File: src/rtl/rtc_pkg.sv
// Shared types and constants for the RTC BCD counter chain.
package rtc_pkg;

   typedef logic [3:0] bcd_digit_t;

   localparam int          RTC_MAX_DIGITS       = 8;
   localparam logic [23:0] RTC_ROLLOVER_DEFAULT = 24'h595999;

   // Limit a loaded nibble to the digit's maximum.
   function automatic bcd_digit_t bcd_clamp(input bcd_digit_t v, input bcd_digit_t max);
      return (v > max) ? max : v;
   endfunction

endpackage

File: src/rtl/rtc_bcd_digit.sv
// One BCD digit of the RTC chain: clear/load/advance with a registered wrap pulse.
// Down counting is compiled in only when RTC_BCDCHAIN_DOWN_EN is defined.
module rtc_bcd_digit
   import rtc_pkg::*;
(
   input  logic       i_rtcclk,
   input  logic       i_reset_n,
   input  logic       advance,
   input  logic       dir,
   input  logic       clear,
   input  logic       load,
   input  logic [3:0] load_val,
   input  logic [3:0] max,
   output logic [3:0] value,
   output logic       wrap,
   output logic       at_max,
   output logic       at_zero
);

   bcd_digit_t nxt_val;
   logic       nxt_wrap;

   // A value above max can only come from corruption; it behaves as max.
   assign at_max  = (value >= max);
   assign at_zero = (value == 4'd0);

   always_comb begin
      nxt_val  = at_max ? 4'd0 : value + 4'd1;
      nxt_wrap = at_max;
`ifdef RTC_BCDCHAIN_DOWN_EN
      if (dir) begin
         nxt_val  = at_zero ? max : (at_max ? max - 4'd1 : value - 4'd1);
         nxt_wrap = at_zero;
      end
`endif
   end

`ifndef RTC_BCDCHAIN_DOWN_EN
   logic dir_unused;
   assign dir_unused = dir;
`endif

   always_ff @(posedge i_rtcclk) begin
      if (!i_reset_n) begin
         value <= 4'd0;
         wrap  <= 1'b0;
      end else if (clear) begin
         value <= 4'd0;
         wrap  <= 1'b0;
      end else if (load) begin
         value <= bcd_clamp(load_val, max);
         wrap  <= 1'b0;
      end else if (advance) begin
         value <= nxt_val;
         wrap  <= nxt_wrap;
      end else begin
         wrap  <= 1'b0;
      end
   end

endmodule

File: src/rtl/rtc_bcd_counter_chain.sv
// Cascaded BCD counter chain with lookahead carry so every digit updates on the same edge.
// Define RTC_BCDCHAIN_DOWN_EN to enable down counting via i_dir.
module rtc_bcd_counter_chain
   import rtc_pkg::*;
#(
   parameter int                      NUM_DIGITS   = 6,
   parameter logic [4*NUM_DIGITS-1:0] ROLLOVER_VEC = RTC_ROLLOVER_DEFAULT
) (
   input  logic                      i_rtcclk,
   input  logic                      i_reset_n,
   input  logic                      i_countenb,
   input  logic                      i_latchcount,
   input  logic                      i_countinit,
   input  logic                      i_dir,
   input  logic                      i_load,
   input  logic [4*NUM_DIGITS-1:0]   i_loaddata,
   output logic [4*NUM_DIGITS-1:0]   o_bcdcount,
   output logic [NUM_DIGITS-1:0]     o_rolloverflag,
   output logic                      o_wrap
);

   logic                  step;
   logic                  digit_dir;
   logic [NUM_DIGITS:0]   carry;
   logic [NUM_DIGITS-1:0] at_max;
   logic [NUM_DIGITS-1:0] at_zero;

   assign step     = i_countenb & i_latchcount;
   assign carry[0] = step;

`ifdef RTC_BCDCHAIN_DOWN_EN
   assign digit_dir = i_dir;
`else
   logic dir_unused;
   assign digit_dir  = 1'b0;
   assign dir_unused = i_dir ^ (^at_zero);
`endif

   genvar k;
   generate
      for (k = 0; k < NUM_DIGITS; k++) begin : g_digit
         // carry[k] is high when step is set and every lower digit sits at its limit.
`ifdef RTC_BCDCHAIN_DOWN_EN
         assign carry[k+1] = carry[k] & (i_dir ? at_zero[k] : at_max[k]);
`else
         assign carry[k+1] = carry[k] & at_max[k];
`endif
         rtc_bcd_digit u_digit (
            .i_rtcclk  (i_rtcclk),
            .i_reset_n (i_reset_n),
            .advance   (carry[k]),
            .dir       (digit_dir),
            .clear     (i_countinit),
            .load      (i_load),
            .load_val  (i_loaddata[4*k +: 4]),
            .max       (ROLLOVER_VEC[4*k +: 4]),
            .value     (o_bcdcount[4*k +: 4]),
            .wrap      (o_rolloverflag[k]),
            .at_max    (at_max[k]),
            .at_zero   (at_zero[k])
         );
      end
   endgenerate

   // Carry out of the top digit means every digit wraps on this edge.
   always_ff @(posedge i_rtcclk) begin
      if (!i_reset_n)
         o_wrap <= 1'b0;
      else if (i_countinit || i_load)
         o_wrap <= 1'b0;
      else
         o_wrap <= carry[NUM_DIGITS];
   end

endmodule

File: config.mk
export PLATFORM = sky130hd
export DESIGN_NAME = rtc_bcd_counter_chain
export DESIGN_NICKNAME = d
export VERILOG_FILES = /design/src/rtl/rtc_pkg.sv /design/src/rtl/rtc_bcd_digit.sv /design/src/rtl/rtc_bcd_counter_chain.sv
export SDC_FILE = /design/constraint.sdc
export NUM_CORES = 1
export LEC_CHECK = 0
export BUFFER_PORTS_ARGS = -buffer_cell sky130_fd_sc_hd__buf_2
export CORE_MARGIN = 4
export CORE_UTILIZATION = 48
export CTS_BUF_LIST = sky130_fd_sc_hd__clkbuf_8
export DETAILED_ROUTE_END_ITERATION = 16
export MAX_ROUTING_LAYER = met4
export PLACE_DENSITY = 0.82
export SLEW_MARGIN = 20
export SYNTH_ARGS = -nofsm -noshare
export SYNTH_HDL_FRONTEND = slang
export SYNTH_SLANG_ARGS = --single-unit
File: constraint.sdc
create_clock -name i_rtcclk -period 1.9 [get_ports i_rtcclk]
set_input_delay 0 -clock i_rtcclk [delete_from_list [all_inputs] [get_ports i_rtcclk]]
set_output_delay 0 -clock i_rtcclk [all_outputs]
set_load 0.1 [all_outputs]
== Yosys cells after proc, flatten, opt, wreduce, memory -nomap -nowiden ==
Cells that the tools add are included.

* Register bits after elaboration: 31
* Bits of input ports: 31
* Output and inout port bits: 31
* Logic and storage cells: 84

* Bitwise gates (word level): 14
* $add $sub $neg: 6
* $lt $le $gt $ge: 12
* Reductions and logical operators: 15
* Mux-type cells: 24

{| class="wikitable"
|+ Operator list
! kind !! count
|-
| 4-bit two-way mux || 24
|-
| 4-bit by 1-bit adder with 4-bit output (second input constant) || 6
|-
| 4-bit OR reduction || 6
|-
| 4-bit >= comparator (second input constant) || 4
|-
| 4-bit greater-than comparator (second input constant) || 4
|-
| 2-bit nonzero test || 6
|-
| 4-bit by 3-bit >= comparator with 1-bit output (second input constant) || 2
|-
| 4-bit by 3-bit greater-than comparator with 1-bit output (second input constant) || 2
|-
| 1-bit bitwise AND || 7
|-
| 1-bit NOT || 7
|-
| 2-bit OR reduction || 2
|-
| 1-bit logical OR || 1
|}

== Depth between registers and ports, before layout ==
* Word-level depth: 8
* Mapped depth: 7
* Gate-level depth less buffers: 7

== Modules after synthesis ==
A second synthesis with hierarchy kept.

* Cell total of the unflattened synthesis: 379
* Area, all modules: 3355.7 um2

{| class="wikitable"
|+ By module, submodules not included
! module !! cells an instance !! area each (um2) !! seq. area each (um2) !! instances
|-
| rtc_bcd_digit || 61 || 543.0 || 100.1 || 6
|-
| rtc_bcd_counter_chain || 13 || 97.6 || 20.0 || 1
|}

== Worst setup path before layout ==
OpenSTA, ideal clock, no wires.

* Kind: reg-to-reg
* Start: reg g_digit[0].u_digit.value[0]
* End: reg g_digit[2].u_digit.value[2]
* Required time: 1783 ps
* Clock period less this slack: 2670 ps
* Path buffers: 0
* Stages on the path, launching flop included: 8
* Data arrival time: 2553 ps
* Slack: -770 ps
* Cells stage by stage: dfxtp_1 -> inv_1 -> ha_1 -> or3b_4 -> a41oi_4 -> nor2_1 -> o31ai_1 -> a32o_1

* Cells in the longest elaborated chain, start to end: 4

{| class="wikitable"
|+ RTL lines
! item !! RTL line !! text
|-
| start, declared || rtc_bcd_digit.sv:14 || <nowiki>output logic [3:0] value,</nowiki>
|-
| start signal, assigned || rtc_bcd_digit.sv:51 || <nowiki>value <= bcd_clamp(load_val, max);</nowiki>
|-
| start signal, assigned || rtc_bcd_digit.sv:54 || <nowiki>value <= nxt_val;</nowiki>
|-
| 4-bit >= comparator || rtc_bcd_digit.sv:24 || <nowiki>assign at_max = (value >= max);</nowiki>
|-
| 1-bit bitwise AND (2 in a row) || rtc_bcd_counter_chain.sv:46 || <nowiki>assign carry[k+1] = carry[k] & at_max[k];</nowiki>
|-
| 2-bit nonzero test (no source line) || - ||
|-
| end signal, assigned || rtc_bcd_digit.sv:51 ||
|-
| end signal, assigned || rtc_bcd_digit.sv:54 ||
|-
| end, declared || rtc_bcd_digit.sv:14 ||
|}

No other way between the ends.
A chain may end at the register's enable or synchronous reset.

== Final worst setup path ==
* Start: reg g_digit[0].u_digit.value[0]
* End: reg g_digit[4].u_digit.value[1]

* Cells in the longest elaborated chain, start to end: 6

{| class="wikitable"
|+ RTL lines
! item !! RTL line
|-
| 4-bit >= comparator || rtc_bcd_digit.sv:24
|-
| 1-bit bitwise AND (4 in a row) || rtc_bcd_counter_chain.sv:46
|-
| 2-bit nonzero test (no source line) || -
|-
| end signal, assigned || rtc_bcd_digit.sv:51
|-
| end signal, assigned || rtc_bcd_digit.sv:54
|-
| end, declared || rtc_bcd_digit.sv:14
|}

No other way between the ends.

==> impl_metrics.env <==
export IMPL_drtAntennaViolNets=0
export IMPL_yosysWarnings=0
export IMPL_drt_iter0_drc=199
export IMPL_dr_pass1_iters=4
export IMPL_cts_tree="done"
export IMPL_cp_cell_sequence="inv_2, ha_2, or3b_4, nor4b_4, a31o_2, nor2_1, a211oi_1"
export IMPL_syn_avg_cell_area_um2=8.715
export IMPL_design_core_area_mm2=0.004000
export IMPL_setup_viol=2
export IMPL_cellLeakagePower_nw=1.129
export IMPL_finalCritPeriodShare_pct=100.5
export IMPL_cp_start_kind="flop"
export IMPL_fillers=349
export IMPL_antenna_found_initial=0
export IMPL_syn_inst=229
export IMPL_postLayoutCoreUtil_pct=64.37
export IMPL_drc_errors=0
export IMPL_grt_pass1_wl_um=8259
export IMPL_setup_ws_ns=-0.009830
export IMPL_hpwlAfterDp_um=3722
export IMPL_grt_usage_pct=19.96
export IMPL_syn_nets=278
export IMPL_io_pins=62
export IMPL_die_area_mm2=0.005253
export IMPL_crit_path_max_fanout=7
export IMPL_crit_type="flop to flop"
export IMPL_tightestPinTransition_ns=0.8932
export IMPL_clock_latency_ns=0.28
export IMPL_fin_crit_ns=1.910
export IMPL_layout_common_cells="buf_2 (60), inv_1 (19), ha_1 (17), nor2_1 (14)"
export IMPL_ir_drop_v=0.0004905
export IMPL_final_max_slew_violation_count=0
export IMPL_grt_max_degree=22
export IMPL_outcome="finished, violations left"
export IMPL_cts_sinks=31
export IMPL_final_cells=347
export IMPL_clk_pin_slew_ns=0.07
export IMPL_wirelength_um=4947
export IMPL_fmax_mhz=523.6
export IMPL_yosysSeqAreaShare_pct=31.10
export IMPL_cts_hold_buffers=0
export IMPL_rsz0062_at_grt="true"
export IMPL_global_route_overflow_total=0
export IMPL_rows=23
export IMPL_fin_nets=345
export IMPL_cts_buffer_depth=2
export IMPL_drv_cap=0
export IMPL_critPathSlowestCell="dfxtp_4"
export IMPL_final_layout_size_suffix_gt1_share_pct=41.75
export IMPL_viasPerCell=5.689
export IMPL_die_w_um=72.48
export IMPL_critical_path_max_stage_delay_ns=0.37
export IMPL_cp_arrival_ns=2.07
export IMPL_synthDistinctLibCells=54
export IMPL_skew_ns=0.01133
export IMPL_dp_cells=332
export IMPL_powerDensity_mw_per_mm2=599.6
export IMPL_first_global_vias=1858
export IMPL_root_buffer="clkbuf_8"
export IMPL_initial_core_util_pct=49.89
export IMPL_htreeDepth=2
export IMPL_finalHoldViolations=0
export IMPL_layout_cells_most_common="buf_2"
export IMPL_synth_edf_count=0
export IMPL_hold_path_class="input pin to flop"
export IMPL_worstSetupEndpointType="flop"
export IMPL_synth_seq_cells=31
export IMPL_area_growth_syn_to_layout_pct=29.03
export IMPL_fp_dieH_um=72.48
export IMPL_finalSetupTns_ns=-0.01592
export IMPL_r2r_setup_slack_ns=-0.01
export IMPL_gp_congestion=0.7846
export IMPL_n_antenna_cell=0
export IMPL_violations="setup timing"
export IMPL_timing_slew_headroom_pct=40.45
export IMPL_num_vias=1974
export IMPL_io_buffers=60
export IMPL_routedWlPerCell_um=14.26
export IMPL_async_reset_ff_share_pct=0
export IMPL_syn_area_mm2=0.001996
export IMPL_synth_main_ff_cell="dfxtp_1"
export IMPL_cts_buffers=5
export IMPL_cp_required_ns=2.06
## timing repair
| action | in CTS | in global routing |
|---|---|---|
| buffers inserted | 0 | 8 |
| gates resized for setup | 2 | 11 |
| setup endpoints to repair | 3 | 24 |
| pin swaps | 2 | 12 |
## area by class of cell
type / count / area [um^2] / share of cell area (%)
Clock buffer: 5 / 68.82 / 2.672
Timing Repair Buffer: 73 / 401.6 / 15.60
Inverter: 20 / 75.07 / 2.915
Tap cell: 50 / 62.56 / 2.430
Clock inverter: 3 / 11.26 / 0.4373
Multi-Input combinational cell: 165 / 1287 / 50.00
Sequential cell: 31 / 668.1 / 25.95
## synth_stat cells (3+ instances only)
library cell / n / area [um^2]
nor4_1: 4 / 25.02
a21oi_1: 10 / 50.05
o21a_1: 4 / 30.03
ha_1: 18 / 225.2
buf_4: 6 / 45.04
clkbuf_1: 4 / 15.01
nor2_1: 17 / 63.81
and2_1: 4 / 25.02
dfxtp_1: 31 / 620.6
o21ai_0: 9 / 45.04
nor3_1: 5 / 25.02
a221oi_1: 5 / 43.79
o22ai_1: 3 / 18.77
inv_1: 20 / 75.07
nand2b_1: 5 / 31.28
nand2_1: 10 / 37.54
nand3_1: 9 / 45.04
a211oi_1: 13 / 97.59
## report_power, final
| part | total [mW] | switching (mW) | leakage [nW] | internal (mW) |
|---|---|---|---|---|
| combinational | 0.388 | 0.261 | 0.814 | 0.127 |
| clock | 0.470 | 0.227 | 0.0519 | 0.243 |
| sequential | 0.685 | 0.0234 | 0.263 | 0.662 |
| total | 1.54 | 0.512 | 1.13 | 1.03 |
## metrics by stage
stage	area [um^2]	total power [mW]	hold WS [ns]	setup slack, ns
after detailed placement	2382	1.064	0.3195	-0.04526
after CTS	2474	1.534	0.02789	-0.03055
after global placement	2382	1.056	0.3116	0.02785
after global routing	2575	1.633	0.03170	-0.1361
after floorplan	2048	0.9656	0.1426	-0.09841
final	2575	1.544	0.02729	-0.009830
## critical path, delay by kind of cell (launching register included)
kind            cells  cell delay (ns)
fa+ha+maj           1             0.16
flops               1             0.37
buf+inv             1             0.05
simple gates        3             0.68
compound gates      2             0.54
## path summary, 6_finish.rpt
path                                     from                           to  depth (start not counted)
setup / recovery  g_digit[0].u_digit.value[0]  g_digit[4].u_digit.value[1]                          7
hold / removal                  i_loaddata[7]  g_digit[1].u_digit.value[3]                          3
setup reg to reg  g_digit[0].u_digit.value[0]  g_digit[4].u_digit.value[1]                          7
hold reg to reg   g_digit[4].u_digit.value[3]  g_digit[4].u_digit.value[3]                          2
## logic make-up (layout without fill, tap and decap cells)
| logic type | count (synthesis) | count (layout) | share of synthesized area [%] |
|---|---|---|---|
| AO/OA/AOI/OAI | 72 | 72 | 27.96 |
| buffers and inverters | 33 | 101 | 7.460 |
| XOR/XNOR | 4 | 4 | 1.756 |
| adder cells (fa/ha/maj) | 18 | 18 | 11.29 |
| AND/OR/NAND/NOR | 71 | 71 | 20.44 |
| flip-flops | 31 | 31 | 31.10 |
## layer usage
layer	part of all wire (%)	global-route usage [%]
met1	45	24.13
met2	49	32.46
met3	4.6	4.986
met4	0.87	6.762
met5	0	-
## state kept, by name, summed over array words and instances, names as in the netlist
name / flops
g_digit.u_digit.value: 24
o_wrap: 1
g_digit.u_digit.wrap: 6
Power figures use the tool's default switching activity.
